==> src/rtl/tl_channel_buffer.sv <==
// TileLink A/D channel buffer: one circular FIFO per channel, plus an outstanding-request
// tracker that counts A requests against D responses.
module tl_channel_fifo #(
    parameter int WIDTH = 8,
    parameter int DEPTH = 2,
    parameter int CW    = (DEPTH == 0) ? 1 : $clog2(DEPTH + 1)
) (
    input  logic             clock,
    input  logic             reset,
    input  logic             in_valid,
    output logic             in_ready,
    input  logic [WIDTH-1:0] in_data,
    output logic             out_valid,
    input  logic             out_ready,
    output logic [WIDTH-1:0] out_data,
    output logic [CW-1:0]    count
);
    if (DEPTH == 0) begin : g_pass
        assign out_valid = in_valid;
        assign out_data  = in_data;
        assign in_ready  = out_ready;
        assign count     = '0;
    end else begin : g_fifo
        localparam int PW = (DEPTH <= 1) ? 1 : $clog2(DEPTH);

        logic [WIDTH-1:0] mem [DEPTH];
        logic [PW-1:0]    rd_ptr;
        logic [PW-1:0]    wr_ptr;
        logic [CW-1:0]    cnt;
        logic             push;
        logic             pop;

        // Ready/valid come from the count alone, so out_ready never reaches in_ready.
        assign in_ready  = (cnt != CW'(DEPTH));
        assign out_valid = (cnt != '0);
        assign out_data  = mem[rd_ptr];
        assign count     = cnt;
        assign push      = in_valid && in_ready;
        assign pop       = out_valid && out_ready;

        always_ff @(posedge clock or posedge reset) begin
            if (reset) begin
                rd_ptr <= '0;
                wr_ptr <= '0;
                cnt    <= '0;
            end else begin
                if (push) begin
                    wr_ptr <= (wr_ptr == PW'(DEPTH - 1)) ? '0 : wr_ptr + 1'b1;
                end
                if (pop) begin
                    rd_ptr <= (rd_ptr == PW'(DEPTH - 1)) ? '0 : rd_ptr + 1'b1;
                end
                case ({push, pop})
                    2'b10:   cnt <= cnt + 1'b1;
                    2'b01:   cnt <= cnt - 1'b1;
                    default: cnt <= cnt;
                endcase
            end
        end

        // Storage is left uncleared on reset; only the pointers and count define contents.
        always_ff @(posedge clock) begin
            if (push) begin
                mem[wr_ptr] <= in_data;
            end
        end
    end
endmodule

module tl_channel_buffer #(
    parameter int A_DEPTH = 2,
    parameter int D_DEPTH = 2,
    parameter int ADDR_W  = 32,
    parameter int DATA_W  = 32,
    parameter int SRC_W   = 1,
    parameter int SINK_W  = 1,
    parameter int OUT_W   = 4,
    localparam int MW     = DATA_W / 8,
    localparam int ACW    = (A_DEPTH == 0) ? 1 : $clog2(A_DEPTH + 1),
    localparam int DCW    = (D_DEPTH == 0) ? 1 : $clog2(D_DEPTH + 1)
) (
    input  logic              clock,
    input  logic              reset,
    input  logic              a_in_valid,
    output logic              a_in_ready,
    input  logic [2:0]        a_in_opcode,
    input  logic [2:0]        a_in_param,
    input  logic [2:0]        a_in_size,
    input  logic [SRC_W-1:0]  a_in_source,
    input  logic [ADDR_W-1:0] a_in_address,
    input  logic [MW-1:0]     a_in_mask,
    input  logic [DATA_W-1:0] a_in_data,
    input  logic              a_in_corrupt,
    output logic              a_out_valid,
    input  logic              a_out_ready,
    output logic [2:0]        a_out_opcode,
    output logic [2:0]        a_out_param,
    output logic [2:0]        a_out_size,
    output logic [SRC_W-1:0]  a_out_source,
    output logic [ADDR_W-1:0] a_out_address,
    output logic [MW-1:0]     a_out_mask,
    output logic [DATA_W-1:0] a_out_data,
    output logic              a_out_corrupt,
    input  logic              d_in_valid,
    output logic              d_in_ready,
    input  logic [2:0]        d_in_opcode,
    input  logic [1:0]        d_in_param,
    input  logic [2:0]        d_in_size,
    input  logic [SRC_W-1:0]  d_in_source,
    input  logic [SINK_W-1:0] d_in_sink,
    input  logic              d_in_denied,
    input  logic [DATA_W-1:0] d_in_data,
    input  logic              d_in_corrupt,
    output logic              d_out_valid,
    input  logic              d_out_ready,
    output logic [2:0]        d_out_opcode,
    output logic [1:0]        d_out_param,
    output logic [2:0]        d_out_size,
    output logic [SRC_W-1:0]  d_out_source,
    output logic [SINK_W-1:0] d_out_sink,
    output logic              d_out_denied,
    output logic [DATA_W-1:0] d_out_data,
    output logic              d_out_corrupt,
    output logic [ACW-1:0]    a_count,
    output logic [DCW-1:0]    d_count,
    output logic [OUT_W-1:0]  outstanding,
    output logic              idle,
    output logic              overflow_err
);
    localparam int AW = 9 + SRC_W + ADDR_W + MW + DATA_W + 1;
    localparam int DW = 8 + SRC_W + SINK_W + 1 + DATA_W + 1;

    logic [AW-1:0] a_in_pk;
    logic [AW-1:0] a_out_pk;
    logic [DW-1:0] d_in_pk;
    logic [DW-1:0] d_out_pk;
    logic          a_fire;
    logic          d_fire;

    assign a_in_pk = {a_in_opcode, a_in_param, a_in_size, a_in_source,
                      a_in_address, a_in_mask, a_in_data, a_in_corrupt};
    assign {a_out_opcode, a_out_param, a_out_size, a_out_source,
            a_out_address, a_out_mask, a_out_data, a_out_corrupt} = a_out_pk;
    assign d_in_pk = {d_in_opcode, d_in_param, d_in_size, d_in_source,
                      d_in_sink, d_in_denied, d_in_data, d_in_corrupt};
    assign {d_out_opcode, d_out_param, d_out_size, d_out_source,
            d_out_sink, d_out_denied, d_out_data, d_out_corrupt} = d_out_pk;

    tl_channel_fifo #(.WIDTH(AW), .DEPTH(A_DEPTH), .CW(ACW)) u_a_fifo (
        .clock     (clock),
        .reset     (reset),
        .in_valid  (a_in_valid),
        .in_ready  (a_in_ready),
        .in_data   (a_in_pk),
        .out_valid (a_out_valid),
        .out_ready (a_out_ready),
        .out_data  (a_out_pk),
        .count     (a_count)
    );

    tl_channel_fifo #(.WIDTH(DW), .DEPTH(D_DEPTH), .CW(DCW)) u_d_fifo (
        .clock     (clock),
        .reset     (reset),
        .in_valid  (d_in_valid),
        .in_ready  (d_in_ready),
        .in_data   (d_in_pk),
        .out_valid (d_out_valid),
        .out_ready (d_out_ready),
        .out_data  (d_out_pk),
        .count     (d_count)
    );

    // Requests are counted as accepted from upstream, responses as delivered upstream.
    assign a_fire = a_in_valid && a_in_ready;
    assign d_fire = d_out_valid && d_out_ready;

    always_ff @(posedge clock or posedge reset) begin
        if (reset) begin
            outstanding  <= '0;
            overflow_err <= 1'b0;
        end else if (a_fire && !d_fire) begin
            if (outstanding == '1) begin
                overflow_err <= 1'b1;
            end else begin
                outstanding <= outstanding + 1'b1;
            end
        end else if (d_fire && !a_fire) begin
            if (outstanding == '0) begin
                overflow_err <= 1'b1;
            end else begin
                outstanding <= outstanding - 1'b1;
            end
        end
    end

    assign idle = (outstanding == '0) && (a_count == '0) && (d_count == '0);
endmodule

==> config.mk <==
export PLATFORM = sky130hd
export DESIGN_NAME = tl_channel_buffer
export DESIGN_NICKNAME = d
export VERILOG_FILES = /design/src/rtl/tl_channel_buffer.sv
export SDC_FILE = /design/constraint.sdc
export NUM_CORES = 1
export LEC_CHECK = 0
export ABC_AREA = 1
export ABC_CLOCK_PERIOD_IN_PS = 11350
export CORE_MARGIN = 4
export CORE_UTILIZATION = 50
export DETAILED_ROUTE_END_ITERATION = 7
export PLACE_DENSITY = 0.81
export SLEW_MARGIN = 20
export SYNTH_ARGS = -nofsm -noshare
export SYNTH_HDL_FRONTEND = slang
export SYNTH_HIERARCHICAL = 1
export SYNTH_SLANG_ARGS = --single-unit
==> constraint.sdc <==
create_clock -name clock -period 11.35 [get_ports clock]
set_input_delay 2.27 -clock clock [delete_from_list [all_inputs] [get_ports clock]]
set_output_delay 2.27 -clock clock [all_outputs]
set_load 0.02 [all_outputs]
=== Word-level counts from Yosys, hierarchy flattened ===
Memory sizes are Yosys's and may differ from the RTL's.
Cells that the tools add are included.

* Flip-flop bits (word level): 13
* RAM bits: 246
* Logic and storage cells: 69
* Memories: 2

* Add/subtract/negate cells: 10
* Equality and inequality tests: 10
* Multiplexer cells: 18
* Reductions and logical operators: 21

{| class="wikitable"
|+ Memories
! memory !! depth !! bits a word !! read ports !! clocked after memory_dff !! wr ports !! RTL line !! text
|-
| u_a_fifo.g_fifo.mem || 2 || 79 || 1 || 0 || 1 || 26 || <nowiki>logic [WIDTH-1:0] mem [DEPTH];</nowiki>
|-
| u_d_fifo.g_fifo.mem || 2 || 44 || 1 || 0 || 1 || 26 ||
|}

{| class="wikitable"
|+ Operators by type and width
! cell !! number
|-
| $mux W4 || 4
|-
| $mux W1 || 12
|-
| $reduce_bool A2 Y1 || 6
|-
| $logic_and A1 B1 Y1 || 8
|-
| $ne A2 B2 Y1 const B || 4
|-
| $pmux W2 S2 || 2
|-
| $reduce_and A3 Y1 || 2
|-
| $add A1 B1 Y1 const B || 4
|-
| $add A2 B1 Y2 const B || 2
|-
| $add A4 B1 Y4 const B || 1
|-
| $eq A2 B1 Y1 const B || 2
|-
| $eq A2 B2 Y1 const B || 2
|-
| $eq A4 B4 Y1 const B || 1
|-
| $logic_not A2 Y1 || 2
|-
| $logic_not A4 Y1 || 1
|-
| $sub A2 B1 Y2 const B || 2
|-
| $sub A4 B1 Y4 const B || 1
|-
| $logic_not A1 Y1 || 2
|-
| $ne A2 B1 Y1 const B || 1
|}

=== Logic depth before layout (Yosys ltp) ===
Gate-level depths: netlist of the first run.

* Word-level depth: 6
* Mapped depth: 14
* Depth with buffers taken out: 14

=== Cells and area by module ===
The synthesis of the first run kept the hierarchy.

{| class="wikitable"
|+ By module, submodules not included
! module !! times used !! cells each !! area each (um2)
|-
| tl_channel_fifo at u_a_fifo || 1 || 443 || 6115.9
|-
| tl_channel_fifo at u_d_fifo || 1 || 261 || 3517.1
|-
| tl_channel_buffer || 1 || 57 || 412.9
|}

=== Worst setup path after synthesis of the first run ===
OpenSTA, ideal clock, no wires.

* Path kind: input-to-reg
* Start: input port a_in_valid
* End: memory u_a_fifo/g_fifo.mem[1][0] in the netlist's numbering (enable)
* Library setup time: 517 ps
* Arrival: 5661 ps
* Required time: 10833 ps
* Setup slack: 5172 ps
* Stages: 2
* Buffers on the path: 0
* Path through: nand2_1 -> nor2_1

* Cells in the longest elaborated chain, start to end: 3

{| class="wikitable"
|+ Ends and longest elaborated chain
! element !! RTL line !! text
|-
| from (decl) || 84 || <nowiki>input logic a_in_valid,</nowiki>
|-
| $logic_and A1 B1 Y1 || 38 || <nowiki>assign push = in_valid && in_ready;</nowiki>
|-
| $mux W1 || 63 || <nowiki>if (push) begin</nowiki>
|-
| $mux W1 (implied by the code) || 64 || <nowiki>mem[wr_ptr] <= in_data;</nowiki>
|-
| to (decl) || 26 ||
|}

Every way passes these cells.

=== Final worst setup path of the first run ===
* Start: register u_a_fifo.g_fifo.rd_ptr
* End: output port a_out_size[2]

* Cells in the longest elaborated chain, start to end: 1

{| class="wikitable"
|+ Ends and longest elaborated chain
! element !! RTL line !! text
|-
| from (decl) || 27 || <nowiki>logic [PW-1:0] rd_ptr;</nowiki>
|-
| from (signal assigned) || 51 || <nowiki>rd_ptr <= (rd_ptr == PW'(DEPTH - 1)) ? '0 : rd_ptr + 1'b1;</nowiki>
|-
| $mem_v2 Z2 W79 || n/a ||
|-
| to (decl) || 98 || <nowiki>output logic [2:0] a_out_size,</nowiki>
|}

Every way passes these cells.

==> flow_metrics.tcl, run 1 <==
set metrics [dict create \
    status "complete, no violations" \
    coreArea_mm2 0.0196 \
    synth-edff-count 246 \
    final_area_mm2 0.0137 \
    antenna_found_initial 4 \
    cts_buffer_depth 3 \
    start_util 0.513 \
    ys.warnings.count 6 \
    grt_pass1_vias 6598 \
    worst_pin_slew_ns 0.878 \
    htreeDepth 1 \
    io_pins 266 \
    drive_gt1_frac 0.0551 \
    required_ns 9.08 \
    yosysTopAreaCell "edfxtp_1" \
    io_buffers 265 \
    ctsHoldBuffers 0 \
    die_height_um 150 \
    fp.dieW_um 150 \
    rsz0062_at_grt "false" \
    synth_common_cells "edfxtp_1 (246), nand2_1 (161), inv_1 (149)" \
    post-synth-top-count-cell "edfxtp_1" \
    cts_setup_buffers 0 \
    synth_top_area_share 0.735 \
    antenna_left 0 \
    dp_hpwl_um 15400 \
    grt_max_degree 129 \
    crit_arrival_ns 2.76 \
    path_max_fanout 128 \
    first_pass_iters 5 \
    route.detailed.drc 0 \
    synthCells 761 \
    hp-class "flop to flop" \
    nNetsFinal 1168 \
    p_leak_nw 5.36 \
    p_per_area_mw_per_mm2 271 \
    synth_cell_types 27 \
    grt_first_pass_wirelength_um 33900 \
    synth-main-ff-cell "edfxtp_1" \
    cpPeakStageDelay_ns 0.68 \
    vias 6370 \
    path_class "flop to output port" \
    async_flop_share 0.0502 \
    routed_wl_um 22100 \
    synthTopCellsByArea "edfxtp_1 (74%), nand2_1 (6.0%), o21ai_0 (5.8%)" \
    drv_cap 0 \
    dieArea_mm2 0.0224 \
    synth_fp_nets 896 \
    place_congestion 0.796 \
    synth.yosys.seq_area_share 0.768 \
    path_cells "buf_6, nand2_1, o21ai_0, clkdlybuf4s50_1" \
    clk_pin_slew_ns 0.06 \
    fin_setup_tns_ns 0 \
    period_needed_ns 5.03 \
    final_max_slew_viol_count 0 \
    root_buffer "clkbuf_16" \
    layout-area-overhead-vs-synth_pct 36.5 \
    synth-seq-cells 259 \
    post_drt_wl_per_cell_um 16.7 \
    p_total_mw 3.72 \
    finalSetupViolCount 0 \
    max-vdd-ir-drop_mv 0.150 \
    avgSynthCellArea_um2 13.2 \
    finalCritPeriodShare 0.444 \
    cts_tree "yes" \
    hold_viol 0 \
    grt_overflow_total 0 \
    cts_buffers 26 \
    cts_sinks 259 \
    drt-initial-drc-count 343 \
    placed_cell_area_mm2 0.0128 \
    slowest_stage "clkdlybuf4s50_1" \
    end_kind "output port" \
    startpoint_type "flop" \
    num_rows 51 \
    fmax_mhz 199 \
    finalClockSkew_ns 0.00778 \
    track_usage 0.194 \
    routed_via_density 4.83 \
    max_slew_margin 0.415 \
    final_util 0.700 \
    insertion_delay_ns 0.51 \
    ctsResizeCount 0 \
    synth_area_mm2 0.0100 \
]
-- flip-flops by register name, summed over array words and instances (netlist names), 2 cells and up --
signal and flops:
outstanding 4, u_a_fifo/count 2, u_a_fifo/g_fifo.mem 158, u_d_fifo/count 2, u_d_fifo/g_fifo.mem 88
-- area by class of cell --
type / instances / area [um2]
multi-input cells: 324 / 1530
fillers: 1370 / 5880
inverters: 151 / 568
well taps: 265 / 332
diodes: 2 / 5.00
clock buffers: 35 / 746
repair buffers: 271 / 2700
flip-flops and latches: 259 / 7720
clock inverters: 13 / 114
-- routing by layer --
metal,share of wire,vias to the layer above,track usage
li1,-,3094,-
met1,0.37,3013,0.221
met2,0.53,199,0.348
met3,0.063,60,0.0482
met4,0.041,4,0.0828
met5,0.0012,-,0
-- where the power goes --
part,total [mW],internal [mW],switching (mW),leakage (nW)
Sequential,1.40,1.31,0.0911,2.44
Combinational,1.47,0.597,0.877,2.49
Clock,0.840,0.504,0.336,0.428
-- worst paths after layout --
path,depth (start not counted),slack (ns),to,start
setup / recovery,4,6.32,a_out_size[2],u_a_fifo/g_fifo.rd_ptr
hold / removal,2,0.47,u_a_fifo/g_fifo.wr_ptr,u_a_fifo/g_fifo.wr_ptr
setup reg to reg,5,8.80,u_a_fifo/g_fifo.mem[1][29],u_a_fifo/count[0]
hold reg to reg,2,0.47,u_a_fifo/g_fifo.wr_ptr,u_a_fifo/g_fifo.wr_ptr
max in group asynchronous,2,9.12,outstanding[2],reset
min in group asynchronous,2,2.05,u_d_fifo/g_fifo.rd_ptr,reset
-- kinds of logic after synthesis --
group                    synth area share
AND/OR/NAND/NOR                    0.0750
buffers and inverters              0.0820
XOR/XNOR                          0.00436
flip-flops                          0.768
AO/OA/AOI/OAI                      0.0635
adder cells (fa/ha/maj)           0.00747
-- worst max-delay path, delay by kind of cell (launching register included) --
kind / cells / cell delay (ns)
simple gates: 1 / 0.10
flops: 1 / 0.60
compound gates: 1 / 0.18
buf+inv: 2 / 1.31
-- per-stage QoR --
stage	setup slack (ns)	std cells	hold slack, ns
after floorplan	5.17	761	0.442
after global placement	6.61	1270	0.445
after detailed placement	6.57	1270	0.458
after CTS	6.01	1318	0.474
after global routing	6.12	1320	0.512
final	6.32	1320	0.468
-- placed cells by master, fill, tap and decap left out, types with 2 or more instances in the layout --
cell type        Yosys  routed
clkdlybuf4s50_1      0     265
edfxtp_1           246     246
nand2_1            161     161
inv_1              149     148
o21ai_0            116     116
clkbuf_16            0      27
dfrtp_1             13      11
o21ai_1              9       9
nand3_1              8       8
clkinv_2             0       7
ha_1                 6       6
buf_4                4       5
clkbuf_1             6       4
clkinv_1             0       4
clkbuf_8             8       4
nor2_1               5       3
nor2_4               1       3
xnor2_1              3       3
diode_2              0       2
nand3_2              2       2
inv_2                2       2
nand2_2              2       2
xor2_1               2       2
bufinv_16            0       2
nand3b_1             2       2
nand4_1              2       2
Power figures use the tool's default switching activity.
==> run 2: changes to the inputs <==
ABC_CLOCK_PERIOD_IN_PS = 4500   (was 11350)
CORE_UTILIZATION = 44   (was 50)
PLACE_DENSITY = 0.75   (was 0.81)
clock period = 4.5 ns   (was 11.35 ns; I/O delays follow)
==> run 2 against run 1 <==
  * Design area down 0.12%
  * First-iteration DRC count shrank 24%
  * Core utilization decreased by 9.3 points
  * Clock power rose by 140%
  * Via count decreased by 1.0%
  * Sequential power increased to 2.6 times the previous value
  * Setup slack lost 5.5 ns
  * Critical path type unchanged
  * Largest power group unchanged
==> flow_metrics.tcl, run 2 (synthesis results as in run 1) <==
set metrics [dict create \
    status "complete, no violations" \
    period_needed_ns 3.65 \
    layout-area-overhead-vs-synth_pct 36.3 \
    p_leak_nw 5.33 \
    final_max_slew_viol_count 0 \
    nNetsFinal 1169 \
    vias 6306 \
    end_kind "output port" \
    dieArea_mm2 0.0253 \
    drt-initial-drc-count 259 \
    insertion_delay_ns 0.52 \
    worst_pin_slew_ns 0.934 \
    largest_reg_flops 158 \
    p_per_area_mw_per_mm2 678 \
    path_class "flop to output port" \
    drv_cap 0 \
    finalCritPeriodShare 0.812 \
    clk_pin_slew_ns 0.06 \
    rsz0062_at_grt "false" \
    rrSetupSlack_ns 2.24 \
    num_rows 55 \
    path_delay_family "flip-flops" \
    antenna_left 0 \
    startpoint_type "flop" \
    htreeDepth 1 \
    start_util 0.445 \
    max-vdd-ir-drop_mv 0.430 \
    critical_path_buf_inv_count 2 \
    placedCellCount 1290 \
    coreArea_mm2 0.0226 \
    cts_setup_buffers 0 \
    p_total_mw 9.28 \
    path_cells "buf_12, nand2_1, o21ai_0, clkdlybuf4s50_1" \
    ctsHoldBuffers 0 \
    root_buffer "clkbuf_16" \
    cpPeakStageDelay_ns 1.04 \
    fmax_mhz 274 \
    track_usage 0.174 \
    io_buffers 265 \
    die_height_um 159 \
    cts_tree "yes" \
    place_congestion 0.825 \
    routed_wl_um 22500 \
    antenna_found_initial 2 \
    route.detailed.drc 0 \
    routed_via_density 4.70 \
    path_max_fanout 105 \
    finalSetupViolCount 0 \
    grt_pass1_vias 6515 \
    hold_viol 0 \
    cts_sinks 259 \
    fp.dieW_um 159 \
    ctsResizeCount 0 \
    post_drt_wl_per_cell_um 16.8 \
    top_register "u_a_fifo/g_fifo.mem" \
    dp_hpwl_um 15900 \
    fin_setup_tns_ns 0 \
    reg_top3 "u_a_fifo/g_fifo.mem x158, u_d_fifo/g_fifo.mem x88, outstanding x4" \
    first_pass_iters 5 \
    multi_input_area_mm2 0.00153 \
    final_common_cell "clkdlybuf4s50_1" \
    cts_buffers 27 \
    final_cell_mix "clkdlybuf4s50_1 (265), edfxtp_1 (246), nand2_1 (161), inv_1 (148), o21ai_0 (116)" \
    regArea_mm2 0.00772 \
    max_slew_margin 0.377 \
    cts_buffer_depth 3 \
    crit_arrival_ns 2.75 \
    grt_max_degree 106 \
    fill_cells 1755 \
    final_cells 1341 \
    hp-class "flop to flop" \
    drive_gt1_frac 0.0503 \
    finalClockSkew_ns 0.00937 \
    slowest_stage "dfrtp_4" \
    grt_overflow_total 0 \
    grt_first_pass_wirelength_um 35100 \
    io_pins 266 \
    required_ns 3.60 \
]
-- run 2: cell types whose count changed in the layout (fill, tap and decap cells not counted) --
cell / change
bufinv_16: -1
buf_6: -1
buf_12: +2
clkinv_4: -1
buf_4: -1
inv_6: +1
clkinv_1: +2
clkbuf_1: +4
clkbuf_8: -4
-- run 2: per-layer routing --
metal,share of wire,wire length (um),global-route usage
met2,0.53,12000,0.320
met4,0.047,1060,0.0789
met1,0.38,8450,0.198
met3,0.045,1010,0.0308
met5,0,0,0
-- run 2: power breakdown --
part,internal [mW],total (mW),switching [mW]
clock,1.16,2.01,0.852
sequential,3.30,3.63,0.323
combinational,1.52,3.64,2.12
-- run 2: area by class of cell --
cell class | count | share of cell area
Antenna cell | 2 | 0.000366
Clock buffer | 35 | 0.0515
Clock inverter | 14 | 0.00667
Inverter | 151 | 0.0415
Multi-Input combinational cell | 324 | 0.111
Sequential cell | 259 | 0.564
Tap cell | 285 | 0.0260
Timing Repair Buffer | 271 | 0.199
-- run 2: final timing paths --
check | to | depth (start not counted) | startpoint
max | a_out_data[8] | 4 | u_a_fifo/g_fifo.rd_ptr
min | u_a_fifo/g_fifo.wr_ptr | 2 | u_a_fifo/g_fifo.wr_ptr
max reg2reg | u_a_fifo/g_fifo.mem[0][19] | 5 | u_a_fifo/count[0]
min reg2reg | u_a_fifo/g_fifo.wr_ptr | 2 | u_a_fifo/g_fifo.wr_ptr
max in group asynchronous | outstanding[0] | 2 | reset
min in group asynchronous | u_d_fifo/count[0] | 2 | reset
-- run 2: worst register-to-register path, stage by stage (launching register included) --
cell,delay (ns)
dfrtp_1,0.43
inv_1,0.10
nand2_1,0.14
nand3_1,0.14
clkinv_2,0.35
buf_4,0.71
-- run 2: per-stage QoR --
stage | area, um2 | hold WS (ns) | util | setup slack (ns)
floorplan | 10000 | 0.442 | - | 1.02
global placement | 12900 | 0.445 | 0.571 | 1.49
detailed placement | 12900 | 0.463 | 0.571 | 1.38
CTS | 13700 | 0.477 | 0.606 | 0.811
global route | 13700 | 0.509 | 0.607 | 0.655
finish | 13700 | 0.473 | 0.607 | 0.845
